--- config.mk ---
export PLATFORM = sky130hd
export DESIGN_NAME = fb_arbiter_flat
export DESIGN_NICKNAME = d
export VERILOG_FILES = /design/src/rtl/fb_pkg.sv /design/src/rtl/fb_arbiter_if.sv /design/src/rtl/fb_wr_fifo.sv /design/src/rtl/fb_arbiter.sv /design/src/flat_wrapper.sv
export SDC_FILE = /design/constraint.sdc
export NUM_CORES = 1
export LEC_CHECK = 0
export ABC_AREA = 0
export CORE_MARGIN = 2
export CORE_UTILIZATION = 52
export CTS_CLUSTER_DIAMETER = 60
export DETAILED_ROUTE_END_ITERATION = 16
export PLACE_DENSITY_LB_ADDON = 0.1
export SYNTH_ARGS = -nofsm -noshare
export SYNTH_HDL_FRONTEND = slang
export SYNTH_SLANG_ARGS = --single-unit
--- constraint.sdc ---
create_clock -name clk -period 3.1 [get_ports clk]
set_clock_uncertainty 0.1 [all_clocks]
set_input_delay 0.62 -clock clk [delete_from_list [all_inputs] [get_ports clk]]
set_output_delay 0.62 -clock clk [all_outputs]
set_load 0.005 [all_outputs]
--- src/rtl/fb_pkg.sv ---
// fb_pkg: definitions shared by the frame-buffer arbiter, the SPI pixel
// receiver and the VGA scanout pipeline.
//   FB_ADDR_W / FB_DATA_W : frame-buffer address and pixel widths
//   fb_wr_t               : one buffered pixel write (address + data)
//   fb_cnt_w()            : occupancy-counter width for a FIFO of a given depth
package fb_pkg;

  localparam int FB_ADDR_W = 15;  // 160x120 = 19200 words
  localparam int FB_DATA_W = 8;

  typedef struct packed {
    logic [FB_ADDR_W-1:0] addr;
    logic [FB_DATA_W-1:0] data;
  } fb_wr_t;

  // An occupancy counter must represent 0..depth inclusive.
  function automatic int fb_cnt_w(input int depth);
    return $clog2(depth) + 1;
  endfunction

endpackage

--- src/rtl/fb_arbiter_if.sv ---
// fb_arbiter_if: bundles the scanout read port, the SPI write port and the
// frame-buffer RAM port of fb_arbiter.
//   vid_req/vid_addr -> vid_data/vid_valid   : scanout reads (fixed latency)
//   wr_valid/wr_ready/wr_addr/wr_data         : SPI write handshake
//   wr_count                                  : write-FIFO occupancy
//   ram_en/ram_we/ram_addr/ram_wdata/ram_rdata: single-port RAM
//   starve                                    : sticky write-starvation flag
//
// Handshake: a write transfers on a rising clk edge where wr_valid and
// wr_ready are both high. wr_ready depends only on registered state, never
// on wr_valid. While wr_valid is high and wr_ready low the master keeps
// wr_addr/wr_data stable. vid_req has no back-pressure: every request is
// answered with vid_valid exactly two cycles later.
//
// Modports: slave = arbiter side, master = environment (SPI/VGA/RAM).
interface fb_arbiter_if #(
  parameter int ADDR_W = 15,
  parameter int DATA_W = 8,
  parameter int CNT_W  = 3
);
  logic              vid_req;
  logic [ADDR_W-1:0] vid_addr;
  logic [DATA_W-1:0] vid_data;
  logic              vid_valid;

  logic              wr_valid;
  logic              wr_ready;
  logic [ADDR_W-1:0] wr_addr;
  logic [DATA_W-1:0] wr_data;
  logic [CNT_W-1:0]  wr_count;

  logic              ram_en;
  logic              ram_we;
  logic [ADDR_W-1:0] ram_addr;
  logic [DATA_W-1:0] ram_wdata;
  logic [DATA_W-1:0] ram_rdata;

  logic              starve;

  modport slave (
    input  vid_req, vid_addr, wr_valid, wr_addr, wr_data, ram_rdata,
    output vid_data, vid_valid, wr_ready, wr_count,
           ram_en, ram_we, ram_addr, ram_wdata, starve
  );

  modport master (
    output vid_req, vid_addr, wr_valid, wr_addr, wr_data, ram_rdata,
    input  vid_data, vid_valid, wr_ready, wr_count,
           ram_en, ram_we, ram_addr, ram_wdata, starve
  );

endinterface

--- src/rtl/fb_wr_fifo.sv ---
// fb_wr_fifo: synchronous FIFO of fb_wr_t entries.
//   clk, reset      : clock, asynchronous active-high reset (empties FIFO)
//   push, push_data : enqueue (ignored while full)
//   pop             : dequeue the head (ignored while empty)
//   head            : current head entry (valid while !empty)
//   count           : occupancy 0..DEPTH
//   full, empty     : derived from count
// Pointers are $clog2(DEPTH) bits and wrap naturally, so DEPTH must be a
// power of two. The storage array itself is not reset; count gates it.
module fb_wr_fifo
  import fb_pkg::*;
#(
  parameter int DEPTH = 4,
  localparam int PTR_W = $clog2(DEPTH),
  localparam int CNT_W = fb_cnt_w(DEPTH)
) (
  input  logic             clk,
  input  logic             reset,
  input  logic             push,
  input  fb_wr_t           push_data,
  input  logic             pop,
  output fb_wr_t           head,
  output logic [CNT_W-1:0] count,
  output logic             full,
  output logic             empty
);

  fb_wr_t           mem_q [DEPTH];
  fb_wr_t           mem_d [DEPTH];
  logic [PTR_W-1:0] wr_ptr_q, wr_ptr_d;
  logic [PTR_W-1:0] rd_ptr_q, rd_ptr_d;
  logic [CNT_W-1:0] count_q, count_d;
  logic             push_ok;
  logic             pop_ok;

  assign full    = (count_q == CNT_W'(DEPTH));
  assign empty   = (count_q == '0);
  assign push_ok = push && !full;
  assign pop_ok  = pop && !empty;
  assign head    = mem_q[rd_ptr_q];
  assign count   = count_q;

  always_comb begin
    mem_d    = mem_q;
    wr_ptr_d = wr_ptr_q;
    rd_ptr_d = rd_ptr_q;
    count_d  = count_q;
    if (push_ok) begin
      mem_d[wr_ptr_q] = push_data;
      wr_ptr_d        = wr_ptr_q + PTR_W'(1);
    end
    if (pop_ok) begin
      rd_ptr_d = rd_ptr_q + PTR_W'(1);
    end
    case ({push_ok, pop_ok})
      2'b10:   count_d = count_q + CNT_W'(1);
      2'b01:   count_d = count_q - CNT_W'(1);
      default: count_d = count_q;
    endcase
  end

  always_ff @(posedge clk or posedge reset) begin
    if (reset) begin
      wr_ptr_q <= '0;
      rd_ptr_q <= '0;
      count_q  <= '0;
    end else begin
      wr_ptr_q <= wr_ptr_d;
      rd_ptr_q <= rd_ptr_d;
      count_q  <= count_d;
    end
  end

  // Payload storage: no reset needed, entries are only read below count.
  always_ff @(posedge clk) begin
    mem_q <= mem_d;
  end

endmodule

--- src/rtl/fb_arbiter.sv ---
// fb_arbiter: single-port frame-buffer arbiter. Scanout reads always win
// the RAM; SPI writes queue in fb_wr_fifo and drain on cycles without a
// scanout request.
//   clk, reset : system clock, asynchronous active-high reset
//   bus        : fb_arbiter_if.slave (scanout port, SPI write port,
//                RAM port, wr_count, starve)
// Parameters: ADDR_W/DATA_W must equal FB_ADDR_W/FB_DATA_W of fb_pkg,
// FIFO_DEPTH is a power of two >= 2, STARVE_LIM is the number of
// consecutive blocked cycles that raises the sticky starve flag.
module fb_arbiter
  import fb_pkg::*;
#(
  parameter int ADDR_W     = FB_ADDR_W,
  parameter int DATA_W     = FB_DATA_W,
  parameter int FIFO_DEPTH = 4,
  parameter int STARVE_LIM = 64,
  localparam int CNT_W     = fb_cnt_w(FIFO_DEPTH),
  localparam int SCNT_W    = $clog2(STARVE_LIM + 1)
) (
  input  logic        clk,
  input  logic        reset,
  fb_arbiter_if.slave bus
);

  fb_wr_t           push_data;
  fb_wr_t           fifo_head;
  logic [CNT_W-1:0] fifo_count;
  logic             fifo_full;
  logic             fifo_empty;
  logic             push;
  logic             pop;

  logic              rd_pend_q, rd_pend_d;
  logic              vid_valid_q, vid_valid_d;
  logic [DATA_W-1:0] vid_data_q, vid_data_d;
  logic [SCNT_W-1:0] starve_cnt_q, starve_cnt_d;
  logic              starve_q, starve_d;

  // wr_ready comes from the registered count only, so a pop in the same
  // cycle does not open a slot until the next cycle.
  assign bus.wr_ready = !fifo_full;
  assign push         = bus.wr_valid && !fifo_full;
  assign push_data    = '{addr: bus.wr_addr, data: bus.wr_data};

  // The FIFO drains only on cycles scanout leaves the RAM free. A write
  // pushed this cycle is not visible at the head until the next cycle.
  assign pop = !bus.vid_req && !fifo_empty;

  fb_wr_fifo #(
    .DEPTH (FIFO_DEPTH)
  ) u_wr_fifo (
    .clk       (clk),
    .reset     (reset),
    .push      (push),
    .push_data (push_data),
    .pop       (pop),
    .head      (fifo_head),
    .count     (fifo_count),
    .full      (fifo_full),
    .empty     (fifo_empty)
  );

  assign bus.wr_count = fifo_count;

  // RAM grant: scanout read, else FIFO head write, else idle.
  always_comb begin
    bus.ram_en    = 1'b0;
    bus.ram_we    = 1'b0;
    bus.ram_addr  = '0;
    bus.ram_wdata = '0;
    if (bus.vid_req) begin
      bus.ram_en   = 1'b1;
      bus.ram_addr = bus.vid_addr;
    end else if (!fifo_empty) begin
      bus.ram_en    = 1'b1;
      bus.ram_we    = 1'b1;
      bus.ram_addr  = fifo_head.addr;
      bus.ram_wdata = fifo_head.data;
    end
  end

  // Read pipeline: request in N, RAM data in N+1, vid_data/vid_valid in N+2.
  // vid_data keeps its last value on cycles without a returning read.
  always_comb begin
    rd_pend_d   = bus.vid_req;
    vid_valid_d = rd_pend_q;
    vid_data_d  = rd_pend_q ? bus.ram_rdata : vid_data_q;
  end

  // Starvation: count cycles where a write waits behind a scanout read,
  // clear on every drained write, saturate at the limit. The flag is sticky
  // until reset so software can see that a write was ever held that long.
  always_comb begin
    starve_cnt_d = starve_cnt_q;
    if (pop) begin
      starve_cnt_d = '0;
    end else if (!fifo_empty && bus.vid_req &&
                 (starve_cnt_q != SCNT_W'(STARVE_LIM))) begin
      starve_cnt_d = starve_cnt_q + SCNT_W'(1);
    end
    starve_d = starve_q || (starve_cnt_d == SCNT_W'(STARVE_LIM));
  end

  always_ff @(posedge clk or posedge reset) begin
    if (reset) begin
      rd_pend_q    <= 1'b0;
      vid_valid_q  <= 1'b0;
      vid_data_q   <= '0;
      starve_cnt_q <= '0;
      starve_q     <= 1'b0;
    end else begin
      rd_pend_q    <= rd_pend_d;
      vid_valid_q  <= vid_valid_d;
      vid_data_q   <= vid_data_d;
      starve_cnt_q <= starve_cnt_d;
      starve_q     <= starve_d;
    end
  end

  assign bus.vid_valid = vid_valid_q;
  assign bus.vid_data  = vid_data_q;
  assign bus.starve    = starve_q;

endmodule
--- src/flat_wrapper.sv ---
// flat-port wrapper written by rule: the top's interface ports become plain ports
module fb_arbiter_flat import fb_pkg::*;
#(
  parameter int ADDR_W     = FB_ADDR_W,
  parameter int DATA_W     = FB_DATA_W,
  parameter int FIFO_DEPTH = 4,
  parameter int STARVE_LIM = 64,
  localparam int CNT_W     = fb_cnt_w(FIFO_DEPTH),
  localparam int SCNT_W    = $clog2(STARVE_LIM + 1)
)
  (clk, reset, bus_vid_req, bus_vid_addr, bus_wr_valid, bus_wr_addr, bus_wr_data, bus_ram_rdata, bus_vid_data, bus_vid_valid, bus_wr_ready, bus_wr_count, bus_ram_en, bus_ram_we, bus_ram_addr, bus_ram_wdata, bus_starve);
  fb_arbiter_if #(.ADDR_W(ADDR_W), .DATA_W(DATA_W)) bus_i ();
  input  logic clk;
  input  logic reset;
  input wire logic [$bits(bus_i.vid_req)-1:0] bus_vid_req;
  input wire logic [$bits(bus_i.vid_addr)-1:0] bus_vid_addr;
  input wire logic [$bits(bus_i.wr_valid)-1:0] bus_wr_valid;
  input wire logic [$bits(bus_i.wr_addr)-1:0] bus_wr_addr;
  input wire logic [$bits(bus_i.wr_data)-1:0] bus_wr_data;
  input wire logic [$bits(bus_i.ram_rdata)-1:0] bus_ram_rdata;
  output wire logic [$bits(bus_i.vid_data)-1:0] bus_vid_data;
  output wire logic [$bits(bus_i.vid_valid)-1:0] bus_vid_valid;
  output wire logic [$bits(bus_i.wr_ready)-1:0] bus_wr_ready;
  output wire logic [$bits(bus_i.wr_count)-1:0] bus_wr_count;
  output wire logic [$bits(bus_i.ram_en)-1:0] bus_ram_en;
  output wire logic [$bits(bus_i.ram_we)-1:0] bus_ram_we;
  output wire logic [$bits(bus_i.ram_addr)-1:0] bus_ram_addr;
  output wire logic [$bits(bus_i.ram_wdata)-1:0] bus_ram_wdata;
  output wire logic [$bits(bus_i.starve)-1:0] bus_starve;
  assign bus_i.vid_req = bus_vid_req;
  assign bus_i.vid_addr = bus_vid_addr;
  assign bus_i.wr_valid = bus_wr_valid;
  assign bus_i.wr_addr = bus_wr_addr;
  assign bus_i.wr_data = bus_wr_data;
  assign bus_i.ram_rdata = bus_ram_rdata;
  assign bus_vid_data = bus_i.vid_data;
  assign bus_vid_valid = bus_i.vid_valid;
  assign bus_wr_ready = bus_i.wr_ready;
  assign bus_wr_count = bus_i.wr_count;
  assign bus_ram_en = bus_i.ram_en;
  assign bus_ram_we = bus_i.ram_we;
  assign bus_ram_addr = bus_i.ram_addr;
  assign bus_ram_wdata = bus_i.ram_wdata;
  assign bus_starve = bus_i.starve;
  fb_arbiter #(.ADDR_W(ADDR_W), .DATA_W(DATA_W), .FIFO_DEPTH(FIFO_DEPTH), .STARVE_LIM(STARVE_LIM)) u_core (.clk(clk), .reset(reset), .bus(bus_i));
endmodule
==> results.txt <==
status: complete, no violations
Top Usage Layer GRT: met2
post_cts resized: 2
count leader, synth: edfxtp_1
initial antenna violation count: 0
Worst Path Max Fanout: 12
Reg2Reg Depth: 10
clock-pin slew on the worst setup and hold paths: 0.06 ns
Post-Syn Area: 4930 sq um
CTS tree: built
CP Launch Type: register
post-route antenna net violation count: 0
Synth Flop Type: edfxtp_1
Crit path largest cell delay: 0.55 ns
dpl ws: 0.215 ns
share of post-route cells with drive strength above 1: 21.8%
hold buffers post-CTS: 0
number of I/O pins: 89
first-pass GRT wire length: 15.3 mm
syn nets: 343
GPL Wtd Cong: 0.795
setup violators final: 0
worst reg-to-reg setup slack: 0.88 ns
CTS root buf: clkbuf_8
clk_lat worst skew: 0.51 ns
Initial DRC Count: 100
Die Span X: 101 um
largest net degree at the start of global routing: 24
met2 Use GR: 33.7%
FF-to-FF Start: u_core.u_wr_fifo.count[0]$_DFFE_PP0P_
first-pass iteration count of the detailed router: 4
die area: 10300 sq um
Synth cell types: 46
Worst Path Buf+Inv: 2
Max Freq: 0.330 GHz
Buffers on Ports: 88
Initial Util: 53.4%
Cell Rows: 35
DR vias: 2942
sequential-to-total area share from yosys stat: 68.7%
Crit. End Element: primary output
slowest cell on the critical path: mux4_2
Post-synth EDFFs: 92
cts bufs inserted: 17
Synth warnings: 0
max-capacitance violation count: 0
Final min period: 3.03 ns
Core Util, Final: 71.5%
Vias/cell: 5.53
GRT met3 Usage: 6.90%
H-tree depth: 4
Async SR Flop Fraction: 21.4%
core box area: 9240 sq um
met1 usage: 26.5%
Setup crit end: bus_ram_addr[4]
Yosys top cell area share: 56.0%
post-CTS setup buffers: 0
CP arrival: 2.31 ns
RSZ-0062 raised after global routing: true
syn avg cell area: 17.3 sq um
CP cell instances: buf_6 -> mux4_2 -> a22o_1 -> clkdlybuf4s50_1
Leak: 2.44 nW
clk buf depth: 2
register bit count reported by yosys: 117
top cells by count, synth: edfxtp_1 (92), dfrtp_1 (25), mux4_2 (23)
largest cells by area after synthesis: edfxtp_1 (56%), dfrtp_1 (13%), mux4_2 (11%)
Final WS setup: 0.0676 ns
Hold Fails Final Rpt: 0
WL/cell: 18.6 um
drt drc: 0
Total Wirelength: 9.87 mm
Post-layout nets: 448
HPWL after detailed placement: 6.04 mm
vias in the first global route: 2902
P&R area growth vs syn: 33.9%
reg2reg end: u_core.u_wr_fifo.count[2]$_DFFE_PP0P_
setup tns final: 0 ns
gr usage total: 20.7%
fin crit share: 97.8%
Slew Viols, Final: 0
PD cells: 880 nW/um^2
Crit Path Class: reg2out
diode count: 0
CP startpoint: u_core.u_wr_fifo.rd_ptr_q[0]$_DFFE_PP0P_
Worst-Margin Slew: 0.693 ns
CP Data Required Time: 2.38 ns
grt total ovfl: 0
worst hold path type: reg2reg
post-synth top area cell: edfxtp_1
Worst IR Drop VDD: 0.000612 V
critical path depth: 4
clock sinks: 117
Top delay family on crit path: buffers and inverters
Worst slew margin: 53.7%
Die H: 101 um
Syn Inst Count: 285
routing by layer:
| metal | vias up | share of wire (%) |
|---|---|---|
| met1 | 1502 | 42 |
| met2 | 97 | 50 |
| met3 | 10 | 6.3 |
| li1 | 1333 | - |
| met5 | - | 0 |
| met4 | 0 | 1.0 |
cells in the final DEF (no fill, tap or decap), types with 2 or more instances in the layout:
cell / netlist / final
a21oi_1: 5 / 5
a22o_1: 16 / 16
and2_1: 2 / 2
and3_1: 13 / 13
buf_4: 1 / 12
bufinv_16: 0 / 2
clkbuf_16: 0 / 16
clkdlybuf4s50_1: 0 / 88
clkinv_2: 0 / 2
clkinv_4: 0 / 2
clkinvlp_4: 0 / 2
dfrtp_1: 25 / 24
edfxtp_1: 92 / 92
ha_1: 7 / 7
inv_1: 12 / 12
inv_6: 0 / 4
inv_8: 0 / 3
mux2_2: 8 / 8
mux4_2: 23 / 23
nand2_1: 13 / 13
nand2b_1: 2 / 2
nand3_1: 3 / 3
nand3b_1: 2 / 2
nor2_1: 3 / 2
nor3_1: 6 / 6
o21ai_0: 10 / 10
or3_4: 1 / 2
xnor2_1: 3 / 3
xor2_1: 3 / 3
where the power goes:
part,total (mW),switching [mW],internal [mW]
combinational,1.71,0.773,0.938
clock,1.91,0.746,1.17
sequential,2.19,0.147,2.04
total,5.81,1.67,4.15
per-stage QoR:
stage	instances	hold WS [ns]	power [mW]	area (sq um)
detailed placement	500	0.379	3.92	6000
global placement	500	0.379	3.89	6000
floorplan	285	0.252	3.19	4930
CTS	532	0.388	5.86	6600
global route	532	0.413	6.09	6610
finish	532	0.383	5.81	6610
state kept, by name, indices dropped and copies added, names as in the netlist:
name                       cells
u_core.u_wr_fifo.wr_ptr_q      2
u_core.u_wr_fifo.count         3
u_core.bus.vid_valid           1
u_core.bus.vid_data            8
u_core.rd_pend_q               1
u_core.starve_cnt_q            7
u_core.bus.starve              1
u_core.u_wr_fifo.rd_ptr_q      2
u_core.u_wr_fifo.mem_q        92
logic make-up (layout without fill, tap and decap cells):
kind of cell             count (synthesis)  in the layout  synth area share (%)
AND/OR/NAND/NOR                         54             54                  6.52
multiplexers                            32             32                  12.5
XOR/XNOR                                 6              6                  1.07
buffers and inverters                   29            147                  2.92
AO/OA/AOI/OAI                           39             39                  6.09
adder cells (fa/ha/maj)                  8              8                  2.18
flip-flops                             117            117                  68.7
cell type report:
| type | count | area, sq um |
|---|---|---|
| flip-flops and latches | 117 | 3390 |
| fillers | 604 | 2630 |
| multi-input cells | 139 | 1410 |
| repair buffers | 103 | 1020 |
| clock buffers | 17 | 414 |
| clock inverters | 15 | 171 |
| well taps | 129 | 161 |
| inverters | 12 | 45.0 |
worst min path at each step:
stage / startpoint / end / cells past startpoint
after CTS: u_core.bus.starve$_DFF_PP0_ / u_core.bus.starve$_DFF_PP0_ / 1
after global placement: u_core.bus.starve$_DFF_PP0_ / u_core.bus.starve$_DFF_PP0_ / 1
final: u_core.bus.starve$_DFF_PP0_ / u_core.bus.starve$_DFF_PP0_ / 1
after floorplan: u_core.rd_pend_q$_DFF_PP0_ / u_core.bus.vid_valid$_DFF_PP0_ / 0
after global routing: u_core.bus.vid_data[2]$_DFFE_PP0P_ / u_core.bus.vid_data[2]$_DFFE_PP0P_ / 1
after detailed placement: u_core.bus.starve$_DFF_PP0_ / u_core.bus.starve$_DFF_PP0_ / 1
(Power assumes the default switching activity.)
